<file path="src/rtl/mem_ctrl_pkg.sv">
// Shared length codes, owner tag and helpers for the byte-serial memory controller.
package mem_ctrl_pkg;
  localparam logic [2:0] LEN_BYTE   = 3'd1;
  localparam logic [2:0] LEN_HALF   = 3'd2;
  localparam logic [2:0] LEN_WORD   = 3'd4;
  localparam int         RAM_DATA_W = 8;

  typedef enum logic {OWNER_DATA, OWNER_IF} owner_e;

  // Any length code other than byte/half means a full word.
  function automatic logic [2:0] len_bytes(input logic [2:0] len);
    if (len == LEN_BYTE) return LEN_BYTE;
    if (len == LEN_HALF) return LEN_HALF;
    return LEN_WORD;
  endfunction
endpackage

</file>
<file path="src/rtl/mem_ctrl.sv">
// Arbitrates data and fetch ports onto an 8-bit synchronous RAM, one byte per cycle.
// N-byte read readies N+2 cycles after accept, write N+1; requests are held until the one-cycle ready.
module mem_ctrl
  import mem_ctrl_pkg::*;
#(
  parameter int ADDR_W = 32,
  parameter int DATA_W = 32
) (
  input  logic                  clk,
  input  logic                  reset,
  input  logic                  mem_read,
  input  logic                  mem_write,
  input  logic [ADDR_W-1:0]     mem_addr,
  input  logic [DATA_W-1:0]     mem_wdata,
  input  logic [2:0]            mem_length,
  input  logic                  mem_signed,
  output logic                  mem_ready,
  output logic [DATA_W-1:0]     mem_rdata,
  input  logic                  if_read,
  input  logic [ADDR_W-1:0]     if_addr,
  output logic                  if_ready,
  output logic [DATA_W-1:0]     if_inst,
  output logic [ADDR_W-1:0]     ram_a,
  output logic [RAM_DATA_W-1:0] ram_dout,
  input  logic [RAM_DATA_W-1:0] ram_din,
  output logic                  ram_wr
);
  typedef enum logic [1:0] {IDLE, READ, WRITE, DONE} state_e;

  state_e                  state_q, state_d;
  owner_e                  owner_q, owner_d;
  logic [ADDR_W-1:0]       addr_q, addr_d;
  logic [2:0]              nbytes_q, nbytes_d;
  logic [2:0]              cnt_q, cnt_d;
  logic [DATA_W-1:0]       wdata_q, wdata_d;
  logic [DATA_W-1:0]       buf_q, buf_d;
  logic                    signed_q, signed_d;
  logic [ADDR_W-1:0]       ram_a_q, ram_a_d;
  logic [RAM_DATA_W-1:0]   ram_dout_q, ram_dout_d;
  logic                    ram_wr_q, ram_wr_d;
  logic                    mem_ready_q, mem_ready_d;
  logic                    if_ready_q, if_ready_d;
  logic [DATA_W-1:0]       mem_rdata_q, mem_rdata_d;
  logic [DATA_W-1:0]       if_inst_q, if_inst_d;

  logic [ADDR_W-1:0]       next_a;
  logic [1:0]              rd_idx;
  logic [1:0]              wr_idx;

  // Address of the byte after the current one; wraps modulo 2^ADDR_W.
  assign next_a = addr_q + ADDR_W'(cnt_q) + ADDR_W'(1);
  // RAM data lags its address by one cycle, so read cycle k fills byte k-2.
  assign rd_idx = cnt_q[1:0] - 2'd1;
  assign wr_idx = cnt_q[1:0] + 2'd1;

  function automatic logic [DATA_W-1:0] extend(input logic [DATA_W-1:0] raw,
                                               input logic [2:0] n, input logic sgn);
    logic [DATA_W-1:0] r;
    r = raw;
    if (n == LEN_BYTE)      r = {{(DATA_W-8){sgn & raw[7]}}, raw[7:0]};
    else if (n == LEN_HALF) r = {{(DATA_W-16){sgn & raw[15]}}, raw[15:0]};
    return r;
  endfunction

  always_comb begin
    state_d     = state_q;
    owner_d     = owner_q;
    addr_d      = addr_q;
    nbytes_d    = nbytes_q;
    cnt_d       = cnt_q;
    wdata_d     = wdata_q;
    buf_d       = buf_q;
    signed_d    = signed_q;
    ram_a_d     = '0;
    ram_dout_d  = '0;
    ram_wr_d    = 1'b0;
    mem_ready_d = 1'b0;
    if_ready_d  = 1'b0;
    mem_rdata_d = mem_rdata_q;
    if_inst_d   = if_inst_q;
    unique case (state_q)
      IDLE: begin
        if (mem_read || mem_write) begin
          owner_d  = OWNER_DATA;
          addr_d   = mem_addr;
          nbytes_d = len_bytes(mem_length);
          wdata_d  = mem_wdata;
          signed_d = mem_signed;
          cnt_d    = '0;
          buf_d    = '0;
          ram_a_d  = mem_addr;
          if (mem_read) begin
            state_d = READ;
          end else begin
            state_d    = WRITE;
            ram_wr_d   = 1'b1;
            ram_dout_d = mem_wdata[7:0];
          end
        end else if (if_read) begin
          owner_d  = OWNER_IF;
          addr_d   = if_addr;
          nbytes_d = LEN_WORD;
          wdata_d  = '0;
          signed_d = 1'b0;
          cnt_d    = '0;
          buf_d    = '0;
          ram_a_d  = if_addr;
          state_d  = READ;
        end
      end
      READ: begin
        cnt_d = cnt_q + 3'd1;
        if (cnt_q != 3'd0) buf_d[{rd_idx, 3'b000} +: 8] = ram_din;
        if (cnt_q + 3'd1 < nbytes_q) ram_a_d = next_a;
        if (cnt_q == nbytes_q) begin
          state_d = DONE;
          if (owner_q == OWNER_DATA) begin
            mem_ready_d = 1'b1;
            mem_rdata_d = extend(buf_d, nbytes_q, signed_q);
          end else begin
            if_ready_d = 1'b1;
            if_inst_d  = buf_d;
          end
        end
      end
      WRITE: begin
        cnt_d = cnt_q + 3'd1;
        if (cnt_q + 3'd1 == nbytes_q) begin
          state_d     = DONE;
          mem_ready_d = 1'b1;
        end else begin
          ram_a_d    = next_a;
          ram_dout_d = wdata_q[{wr_idx, 3'b000} +: 8];
          ram_wr_d   = 1'b1;
        end
      end
      DONE: state_d = IDLE;
    endcase
  end

  always_ff @(posedge clk) begin
    if (reset) begin
      state_q     <= IDLE;
      owner_q     <= OWNER_DATA;
      addr_q      <= '0;
      nbytes_q    <= '0;
      cnt_q       <= '0;
      wdata_q     <= '0;
      buf_q       <= '0;
      signed_q    <= 1'b0;
      ram_a_q     <= '0;
      ram_dout_q  <= '0;
      ram_wr_q    <= 1'b0;
      mem_ready_q <= 1'b0;
      if_ready_q  <= 1'b0;
      mem_rdata_q <= '0;
      if_inst_q   <= '0;
    end else begin
      state_q     <= state_d;
      owner_q     <= owner_d;
      addr_q      <= addr_d;
      nbytes_q    <= nbytes_d;
      cnt_q       <= cnt_d;
      wdata_q     <= wdata_d;
      buf_q       <= buf_d;
      signed_q    <= signed_d;
      ram_a_q     <= ram_a_d;
      ram_dout_q  <= ram_dout_d;
      ram_wr_q    <= ram_wr_d;
      mem_ready_q <= mem_ready_d;
      if_ready_q  <= if_ready_d;
      mem_rdata_q <= mem_rdata_d;
      if_inst_q   <= if_inst_d;
    end
  end

  assign ram_a     = ram_a_q;
  assign ram_dout  = ram_dout_q;
  assign ram_wr    = ram_wr_q;
  assign mem_ready = mem_ready_q;
  assign if_ready  = if_ready_q;
  assign mem_rdata = mem_rdata_q;
  assign if_inst   = if_inst_q;
endmodule

</file>
<file path="config.mk">
export PLATFORM = sky130hd
export DESIGN_NAME = mem_ctrl
export DESIGN_NICKNAME = d
export VERILOG_FILES = /design/src/rtl/mem_ctrl_pkg.sv /design/src/rtl/mem_ctrl.sv
export SDC_FILE = /design/constraint.sdc
export NUM_CORES = 1
export LEC_CHECK = 0
export CAP_MARGIN = 20
export CELL_PAD_IN_SITES_DETAIL_PLACEMENT = 0
export CELL_PAD_IN_SITES_GLOBAL_PLACEMENT = 1
export CORE_MARGIN = 1
export CORE_UTILIZATION = 38
export CTS_CLUSTER_SIZE = 20
export DETAILED_ROUTE_END_ITERATION = 8
export PLACE_DENSITY_LB_ADDON = 0.3
export SYNTH_ARGS = -nofsm -noshare
export SYNTH_HDL_FRONTEND = slang
export SYNTH_SLANG_ARGS = --single-unit
</file>
<file path="constraint.sdc">
create_clock -name clk -period 3.2 [get_ports clk]
set_input_delay 0.64 -clock clk [delete_from_list [all_inputs] [get_ports clk]]
set_output_delay 0.64 -clock clk [all_outputs]
set_load 0.01 [all_outputs]
</file>
# Word-level counts from Yosys, hierarchy flattened
# Index checks and enable logic that the tools add are counted.
[word_totals] register_bits=213 input_bits=113 output_inout_bits=107 wordCells=111
[classes] addsub=6 order_cmp=1 eq_ne=12 shift=3 mux=55 n_bitwise=5 reduce_logical=14
[op_table] cell="$mux W32" count=13
[op_table] cell="$pmux W32 S3" count=1
[op_table] cell="$pmux W32 S2" count=1
[op_table] cell="$add A32 B1 Y32 const B" count=1
[op_table] cell="$add A32 B3 Y32" count=1
[op_table] cell="$bwmux W32" count=1
[op_table] cell="$shift A8 B7 Y32 const A" count=1
[op_table] cell="$shiftx A32 B6 Y8" count=1
[op_table] cell="$shiftx A8 B7 Y32" count=1
[op_table] cell="$mux W3" count=8
[op_table] cell="$mux W8" count=3
[op_table] cell="$mux W1" count=18
[op_table] cell="$pmux W8 S2" count=1
[op_table] cell="$mux W2" count=5
[op_table] cell="$reduce_and A3 Y1" count=3
[op_table] cell="$pmux W2 S4" count=1
[op_table] cell="$neg A5 Y7" count=1
[op_table] cell="$eq A3 B1 Y1 const B" count=2
[op_table] cell="$eq A3 B2 Y1 const B" count=2
[op_table] cell="$eq A3 B3 Y1" count=2
[op_table] cell="$pmux W3 S2" count=1
[op_table] cell="$reduce_and A2 Y1" count=3
[op_table] cell="$reduce_bool A2 Y1" count=3
[op_table] cell="$eq A2 B2 Y1 const B" count=2
[op_table] cell="15 further kinds" count=20

# Longest topological paths before layout
# Gate-level depths: netlist of run 1.
[depth] ltp_word=10 depth_mapped=12 depth_no_buf=9

# Worst setup path after synthesis of run 1
# OpenSTA, ideal clock, no wires.
[synth_path] path_kind="flip-flop to flip-flop" startpoint="reg cnt_q[0]" endpoint="reg ram_a_q[21], in the netlist ram_a[21]" setup_ns=0.133 t_arrival_ns=2.818 required_time_ns=3.067 path_slack_ns=0.249 path_stages_with_launch=13 path_buffers=4 synth_period_minus_slack_ns=2.951 cell_sequence="dfxtp_1 -> buf_2 -> buf_1 -> inv_1 -> ha_1 -> ha_1 -> nand3_1 -> and2_1 -> clkbuf_1 -> a31o_2 -> nand2_1 -> buf_2 -> o22ai_1"
[synth_via] elab_chain_len=4 word_cells_on_any_way=8 classes_between="add/sub: 3; order compare: 1; eq/ne: 1; mux: 3"
[synth_lines] item="start, declared" line_no="mem_ctrl.sv:34" text="logic [2:0] cnt_q, cnt_d;"
[synth_lines] item="start signal, assigned" line_no="mem_ctrl.sv:163" text="cnt_q <= cnt_d;"
[synth_lines] item="$add A32 B3 Y32 / $add A3 B1 Y3 (equally long branches)" line_no="mem_ctrl.sv:51, mem_ctrl.sv:114, mem_ctrl.sv:128"
[synth_lines] item="$add A32 B1 Y32, or another cell as far along" line_no="mem_ctrl.sv:51" text="assign next_a = addr_q + ADDR_W'(cnt_q) + ADDR_W'(1);"
[synth_lines] item="$mux W32 (on tied branches)" line_no="mem_ctrl.sv:128, mem_ctrl.sv:114"
[synth_lines] item="$pmux W32 S3 (*)" line_no="mem_ctrl.sv:81" text="unique case (state_q)"
[synth_lines] item="end signal, assigned" line_no="mem_ctrl.sv:167" text="ram_a_q <= ram_a_d;"
[synth_lines] item="end, declared" line_no="mem_ctrl.sv:38" text="logic [ADDR_W-1:0] ram_a_q, ram_a_d;"
# Mark *: on every way between the ends. The rest lies on a longest branch, timed or not.
# A chain may end at the register's enable or synchronous reset.

# Worst setup path in the final report of run 1
[layout_path] startpoint="reg cnt_q[0]" endpoint="reg ram_a_q[10], in the netlist ram_a[10]"
# Same word-level chain as after synthesis.

==> results of run 1 <==
==> area by class of cell <==
cell class                      count  share of cell area [%]
Tap cell                          324                    3.18
Sequential cell                   213                    33.4
Inverter                           18                   0.529
Clock buffer                       33                    5.37
Multi-Input combinational cell    733                    37.9
Timing Repair Buffer              245                    19.0
Clock inverter                     11                   0.667
==> metrics by stage <==
stage	total power [uW]	area, um2
6_report	10100	12800
3_3_place_gp	7450	12000
5_1_grt	10700	12800
3_5_place_dp	7490	12000
2_1_floorplan	5940	9510
4_1_cts	10200	12800
==> cell families (layout without fill, tap and decap cells) <==
group / after synthesis / after routing / synth area share [%]
simple gates: 360 / 360 / 18.7
compound gates: 278 / 278 / 20.8
flops: 213 / 213 / 44.8
buf+inv: 98 / 307 / 4.56
mux: 44 / 44 / 5.70
xor+xnor: 33 / 33 / 3.04
fa+ha+maj: 18 / 18 / 2.45
==> flip-flops by register name, indices dropped and copies added (netlist names), 2 cells and up <==
| register | count |
|---|---|
| ram_a | 32 |
| mem_rdata | 32 |
| cnt_q | 3 |
| addr_q | 32 |
| buf_q | 32 |
| wdata_q | 32 |
| ram_dout | 8 |
| if_inst | 32 |
| nbytes_q | 3 |
| state_q | 2 |
==> worst min-delay path by stage <==
stage / slack, ns / endpoint
2_1_floorplan: 0.44 / buf_q[15]$_SDFFE_PP0P_
3_3_place_gp: 0.45 / buf_q[15]$_SDFFE_PP0P_
3_5_place_dp: 0.47 / buf_q[15]$_SDFFE_PP0P_
4_1_cts: 0.48 / buf_q[15]$_SDFFE_PP0P_
5_1_grt: 0.51 / mem_rdata[27]$_SDFFE_PP0P_
6_report: 0.48 / buf_q[15]$_SDFFE_PP0P_
==> layout by cell type (no fill, tap or decap), drive strengths merged, types with 9 or more instances in the layout <==
master         count
ha                17
clkbuf            33
and4              13
inv               18
a21oi             39
nor2             198
o21a              31
o21ai             18
a31oi             11
nand2             37
mux2i             35
dfxtp            213
a211oi            66
o22ai             34
a22oi             54
nor3b              9
xnor2             21
nor3              15
clkdlybuf4s50    218
buf               27
nand3             34
xor2              12
==> per-layer routing <==
layer	share of wire [%]	track usage, %
met5	0	0
met3	4.3	2.86
met1	46	27.6
met2	48	35.4
met4	1.8	4.20
==> report_power, final <==
group,internal [uW],switching (uW)
Sequential,3250,407
Combinational,1700,2070
Clock,1580,1110
==> worst max-delay path: stages, from the launching register on <==
cell	delay, ns
dfxtp_1	0.35
inv_1	0.13
ha_1	0.44
ha_1	0.35
nand3_1	0.09
and2_1	0.33
a31o_2	0.35
nand2_1	0.08
buf_4	0.30
o22ai_1	0.14
==> reports/qor.txt, run 1 <==
outcome - completed
Tmin final - 2.71 ns
worst hold margin - 0.477 ns
Post-Synthesis Cells - 1044
clock sink count - 213
Yosys cell types - 61
unrepaired setup endpoints after global routing - no
Total GRT Usage - 20.6%
first-pass GRT wire length - 43.1 mm
Congestion Overflow GR - 0
reg-to-reg slack, setup - 0.49 ns
number of diodes - 0
largest net degree at the start of global routing - 66
Leak - 0.00478 uW
max-slew violations - 0
Final setup viols - 0
EDFF count, synth - 0
top-area cell type share of the netlist area - 44.8%
die extent in x - 160 um
worst r2r src - cnt_q[0]$_SDFFE_PP0P_
Power Density - 792 mW/mm2
clk_skew - 0.00702 ns
Core Util, Final - 52.2%
register bit total from synthesis - 213
Hold Buf Count CTS - 0
die footprint - 0.0257 mm2
Worst Setup SP - cnt_q[0]$_SDFFE_PP0P_
top cells by area, synth - dfxtp_1, nor2_1, a211oi_1
worst setup path end - ram_a[10]$_SDFF_PP0_
clk buf depth - 3
final hold violation count - 0
MaxCap Viol Count - 0
core area - 0.0245 mm2
antenna viol nets, final - 0
port buffer count - 219
TritonCTS clock tree - done
# IOs - 220
type of the worst setup path - reg -> reg
Reg2Reg Depth - 9
sequential area share after synthesis - 44.8%
Synth async-reset ratio - 0%
clk_lat worst skew - 0.51 ns
final HPWL from detailed placement - 18.4 mm
Syn-to-layout area delta - 34.1%
hold wc startpoint - buf_q[15]$_SDFFE_PP0P_
Max Freq - 0.368 GHz
Iter 0 DRT Violations - 462
post-CTS setup buffers - 0
Post-synth top flop - dfxtp_1
Worst setup EP type - flop
fill count - 2312
Slew headroom - 27.2%
initial antenna violation count - 0
synth warn - 0
multi-input combinational cell area - 0.00483 mm2
DP Cell Count - 1533
post-DR wirelength/cell - 16.9 um
Final Cycle Share - 84.8%
total CTS buffers - 24
data arrival time of the worst path - 3.10 ns
CP max FO - 26
worst slew pin tran - 1.08 ns
DR vias - 8316
CP startpoint kind - flop
CTS resizes - 0
Mapped Avg Cell Area - 9.11 um2
Clock transition at path regs - 0.06 ns
net total in the final layout - 1366
vias in the first global route - 7975
Post-synth top cells - dfxtp_1, nor2_1, a211oi_1
setup TNS - 0 ns
H-tree depth - 1
GP Congestion - 0.825
share of cells above drive strength 1 - 8.70%
Via density - 5.27
CTS root buf - clkbuf_16
syn_nets - 1175
number of core rows - 57
Worst VDD drop - 0.000461 V
initial core utilization - 38.9%
post-route setup slack - 0.485 ns
flip-flop and latch area - 0.00426 mm2
hold crit path type - reg -> reg
Post-Layout Cell Count - 1577
count leader, synth - dfxtp_1
hold depth - 2
synthesized area - 0.00951 mm2
routed wire length - 26.6 mm
CP Data Required Time - 3.59 ns
r2r endpoint - ram_a[10]$_SDFF_PP0_
drt pass-1 iters - 5
dpl ws - 0.529 ns
area leader, netlist - dfxtp_1
DRC Markers - 0
die height - 160 um
(Power assumes the default switching activity.)
==> inputs of run 2 (changes only) <==
CORE_UTILIZATION = 34   (was 38)
clock period = 2.25 ns   (was 3.2 ns; I/O delays follow)
==> run 2 against run 1 <==
Final cell count is 5.2% higher. Clock skew is 0.0035 ns higher. Design area is 4.0% higher. Clock power is 37% higher.
==> reports/qor.txt, run 2 (synthesized netlist as in run 1, its figures left out) <==
Via density - 5.10
final hold violation count - 0
DR vias - 8454
hold crit path type - in -> reg
Final Power - 14700 uW
die extent in x - 169 um
CP max stage delay - 0.53 ns
CTS root buf - clkbuf_16
commonest cells after routing, fill and taps aside - clkdlybuf4s50_1, dfxtp_1, nor2_1
number of diodes - 0
die height - 169 um
final HPWL from detailed placement - 19.6 mm
total CTS buffers - 25
Clock transition at path regs - 0.06 ns
Post-Layout Cell Count - 1659
Worst VDD drop - 0.000591 V
Worst setup EP type - flop
Leak - 0.00498 uW
initial antenna violation count - 0
clock sink count - 213
initial core utilization - 35.0%
Hold Buf Count CTS - 0
crit-path cells - buf_6 -> ha_2 -> inv_1 -> or4_1 -> a21o_1 -> a31oi_4 -> o22a_1
Congestion Overflow GR - 0
Slew headroom - 44.0%
Syn-to-layout area delta - 39.5%
worst slew pin tran - 0.819 ns
number of core rows - 60
clk_skew - 0.0105 ns
Final Cycle Share - 97.0%
Power Density - 1110 mW/mm2
fill count - 2720
type of the worst setup path - reg -> reg
antenna viol nets, final - 0
vias in the first global route - 8042
Final setup viols - 0
Tmin final - 2.18 ns
clk buf depth - 3
core area - 0.0272 mm2
drt pass-1 iters - 5
flip-flop and latch area - 0.00427 mm2
TritonCTS clock tree - done
Max Freq - 0.458 GHz
DP Cell Count - 1609
Iter 0 DRT Violations - 557
outcome - completed
Total GRT Usage - 18.9%
CP Data Required Time - 2.71 ns
DRC Markers - 0
multi-input combinational cell area - 0.00492 mm2
clk_lat worst skew - 0.51 ns
max-slew violations - 0
data arrival time of the worst path - 2.65 ns
share of cells above drive strength 1 - 11.8%
most common cell after layout, fill and taps aside - clkdlybuf4s50_1
largest net degree at the start of global routing - 73
worst hold margin - 0.244 ns
GP Congestion - 0.810
Slowest-stage cell, CP - or4_1
post-DR wirelength/cell - 16.9 um
CP max FO - 11
H-tree depth - 1
MaxCap Viol Count - 0
port buffer count - 219
routed wire length - 28.0 mm
CP startpoint kind - flop
net total in the final layout - 1402
# IOs - 220
first-pass GRT wire length - 43.8 mm
unrepaired setup endpoints after global routing - yes
die footprint - 0.0287 mm2
==> run 2: layout make-up <==
cell class	count	share of cell area (%)
multi-input cells	733	37.1
clock inverters	8	0.339
clock buffers	35	5.15
inverters	18	0.528
repair buffers	280	21.2
well taps	372	3.51
flip-flops and latches	213	32.2
==> run 2: power by group <==
group	leakage (uW)	internal [uW]	switching, uW
registers	0.00174	4620	591
clock network	0.000356	2100	1560
logic	0.00288	2770	3080
total	0.00498	9500	5230
==> run 2: path summary, 6_finish.rpt <==
path                               start  depth (start not counted)  slack [ns]                    endpoint
setup / recovery   cnt_q[0]$_SDFFE_PP0P_                          7        0.07  mem_rdata[28]$_SDFFE_PP0P_
hold / removal                     reset                          2        0.24       cnt_q[0]$_SDFFE_PP0P_
setup reg to reg   cnt_q[0]$_SDFFE_PP0P_                          7        0.07  mem_rdata[28]$_SDFFE_PP0P_
hold reg to reg   buf_q[15]$_SDFFE_PP0P_                          2        0.47      buf_q[15]$_SDFFE_PP0P_
==> run 2: critical path, delay by kind of cell, from the launching register on <==
kind | cells | cell delay, ns
compound gates | 3 | 0.77
simple gates | 1 | 0.53
flops | 1 | 0.38
buf+inv | 2 | 0.23
fa+ha+maj | 1 | 0.21
==> run 2: per-layer routing <==
metal / track usage, % / wire (um) / vias to the layer above
li1: - / - / 4212
met1: 25.7 / 13000 / 3990
met2: 31.4 / 13200 / 220
met3: 2.99 / 1370 / 32
met4: 4.11 / 435 / 0
met5: 0 / 0 / -
==> run 2: per-stage QoR <==
step / worst slack (ns) / utilization, % / TNS, ns / area (um2)
final: 0.0675 / 48.8 / 0 / 13300
after global routing: -0.000324 / 48.8 / -0.000324 / 13300
after CTS: 0.00188 / 48.5 / 0 / 13200
after detailed placement: -0.135 / 45.7 / -2.94 / 12400
after global placement: -0.111 / 45.7 / -1.99 / 12400
after floorplan: -0.000366 / - / -0.00256 / 9600
==> run 2: timing repair <==
item                                    4_1_cts  5_1_grt
pin swaps                                     0       10
buffers inserted                              2        4
cloned                                        0        1
endpoints found under the setup margin       45       60
gates resized for setup                       2        9
==> inputs of run 3 (changes only) <==
CORE_MARGIN = 1.5   (was 1)
SETUP_SLACK_MARGIN = 0.2   (was unset)
==> run 3 against run 2 <==
Fmax rose by 4.0%. Design area up 2.0%. Via count is 1.5% higher. Die area is 1.2% higher. Hold slack gained 0.13 ns. Critical endpoint is now mem_rdata[27]$_SDFFE_PP0P_.
==> reports/qor.txt, run 3 (synthesized netlist as in run 1, its figures left out) <==
setup TNS - 0 ns
port buffer count - 219
max-slew violations - 0
Max Freq - 0.477 GHz
Power Density - 1100 mW/mm2
Switching Power - 5360 uW
die footprint - 0.0290 mm2
Worst setup EP type - flop
largest net degree at the start of global routing - 67
first-pass GRT wire length - 44.0 mm
worst slew pin tran - 0.613 ns
drt pass-1 iters - 6
initial core utilization - 34.4%
Final Cycle Share - 93.3%
crit-path cells - inv_6 -> ha_4 -> nor2b_1 -> or4_4 -> a21o_4 -> a31oi_4 -> o22a_1
CP max stage delay - 0.49 ns
initial antenna violation count - 0
post-route setup slack - 0.152 ns
Sw Share - 35.8%
# IOs - 220
total CTS buffers - 24
CP max FO - 8
unrepaired setup endpoints after global routing - yes
Final setup viols - 0
MaxCap Viol Count - 0
dpl ws - -0.159 ns
commonest cells after routing, fill and taps aside - clkdlybuf4s50_1, dfxtp_1, nor2_1
Slowest-stage cell, CP - or4_4
number of diodes - 0
routed wire length - 28.6 mm
final hold violation count - 0
clk buf depth - 3
clock sink count - 213
data arrival time of the worst path - 2.56 ns
die height - 170 um
Iter 0 DRT Violations - 495
DRC Markers - 0
hold depth - 2
GP Congestion - 0.803
type of the worst setup path - reg -> reg
TritonCTS clock tree - done
Clock transition at path regs - 0.06 ns
Combinational Power Share - 40.5%
Congestion Overflow GR - 0
WHS Endpoint - addr_q[0]$_SDFFE_PP0P_
hold crit path type - in -> reg
net total in the final layout - 1401
DR vias - 8580
core area - 0.0276 mm2
reg-to-reg slack, setup - 0.15 ns
Reg2Reg Depth - 7
r2r endpoint - mem_rdata[27]$_SDFFE_PP0P_
Syn-to-layout area delta - 42.4%
post-DR wirelength/cell - 17.2 um
Tmin final - 2.10 ns
final HPWL from detailed placement - 19.2 mm
outcome - completed
antenna viol nets, final - 0
Worst VDD drop - 0.000522 V
hold wc startpoint - reset
die extent in x - 170 um
H-tree depth - 1
most common cell after layout, fill and taps aside - clkdlybuf4s50_1
P_int - 9600 uW
CP startpoint kind - flop
clk_skew - 0.0159 ns
share of power burned in the clock network - 24.4%
clk_lat worst skew - 0.52 ns
Leak - 0.00504 uW
Flop pwr share - 35.1%
worst hold margin - 0.369 ns
Via density - 5.16
CTS root buf - clkbuf_16
vias in the first global route - 8044
Slew headroom - 59.1%
worst r2r src - cnt_q[0]$_SDFFE_PP0P_
Total GRT Usage - 19.0%
share of cells above drive strength 1 - 14.5%
CP Data Required Time - 2.71 ns
number of core rows - 61
## run 3: area by class of cell
class                           instances  area, um2
Clock buffer                           34        679
Clock inverter                          8       45.0
Fill cell                            2691      14100
Inverter                               18       72.6
Multi-Input combinational cell        733       5160
Sequential cell                       213       4270
Tap cell                              378        473
Timing Repair Buffer                  280       2840
## run 3: how the worst max path moves through the flow
stage	slack (ns)	to	from
2_1_floorplan	0.08	mem_rdata[16]$_SDFFE_PP0P_	cnt_q[0]$_SDFFE_PP0P_
3_3_place_gp	-0.12	mem_rdata[25]$_SDFFE_PP0P_	ram_din[7]
3_5_place_dp	-0.16	buf_q[27]$_SDFFE_PP0P_	cnt_q[1]$_SDFFE_PP0P_
4_1_cts	0.12	mem_rdata[27]$_SDFFE_PP0P_	cnt_q[0]$_SDFFE_PP0P_
5_1_grt	0.09	mem_rdata[29]$_SDFFE_PP0P_	cnt_q[0]$_SDFFE_PP0P_
6_report	0.15	mem_rdata[27]$_SDFFE_PP0P_	cnt_q[0]$_SDFFE_PP0P_
## run 3: through the flow
step / power [uW] / cell area [um2] / std cells / util, %
2_1_floorplan: 8630 / 9640 / 1044 / -
3_3_place_gp: 10900 / 12400 / 1610 / 44.9
3_5_place_dp: 11000 / 12400 / 1610 / 44.9
4_1_cts: 14800 / 13200 / 1660 / 47.9
5_1_grt: 15800 / 13500 / 1664 / 49.0
6_report: 15000 / 13500 / 1664 / 49.0
## run 3: worst max-delay path: cells and delay by family, from the launching register on
kind,cells,cell delay [ns]
AO/OA/AOI/OAI,3,0.73
flip-flops,1,0.42
adder cells (fa/ha/maj),1,0.16
buffers and inverters,1,0.06
AND/OR/NAND/NOR,2,0.65
## run 3: per-layer routing
layer	up-vias	track usage (%)	wire length, um
li1	4222	-	-
met1	4107	25.4	12900
met2	208	31.7	13700
met3	43	3.12	1410
met4	0	4.81	584
met5	-	0	0
## run 3: power groups by stage
stage | sequential, uW | clock, uW | combinational, uW
after global placement | 5300 | 0 | 5640
after CTS | 5240 | 3740 | 5850
after global routing | 5350 | 3910 | 6580
after floorplan | 5380 | 0 | 3250
final | 5250 | 3650 | 6060
after detailed placement | 5300 | 0 | 5690
## run 3: what timing repair did
item                                    CTS  global route
hold buffers                              0             0
gates resized for setup                  11            46
setup buffers                             8             2
gates cloned                              0             2
pin swaps                                11            20
endpoints found under the setup margin   74           114
hold endpoints to repair                  0             0
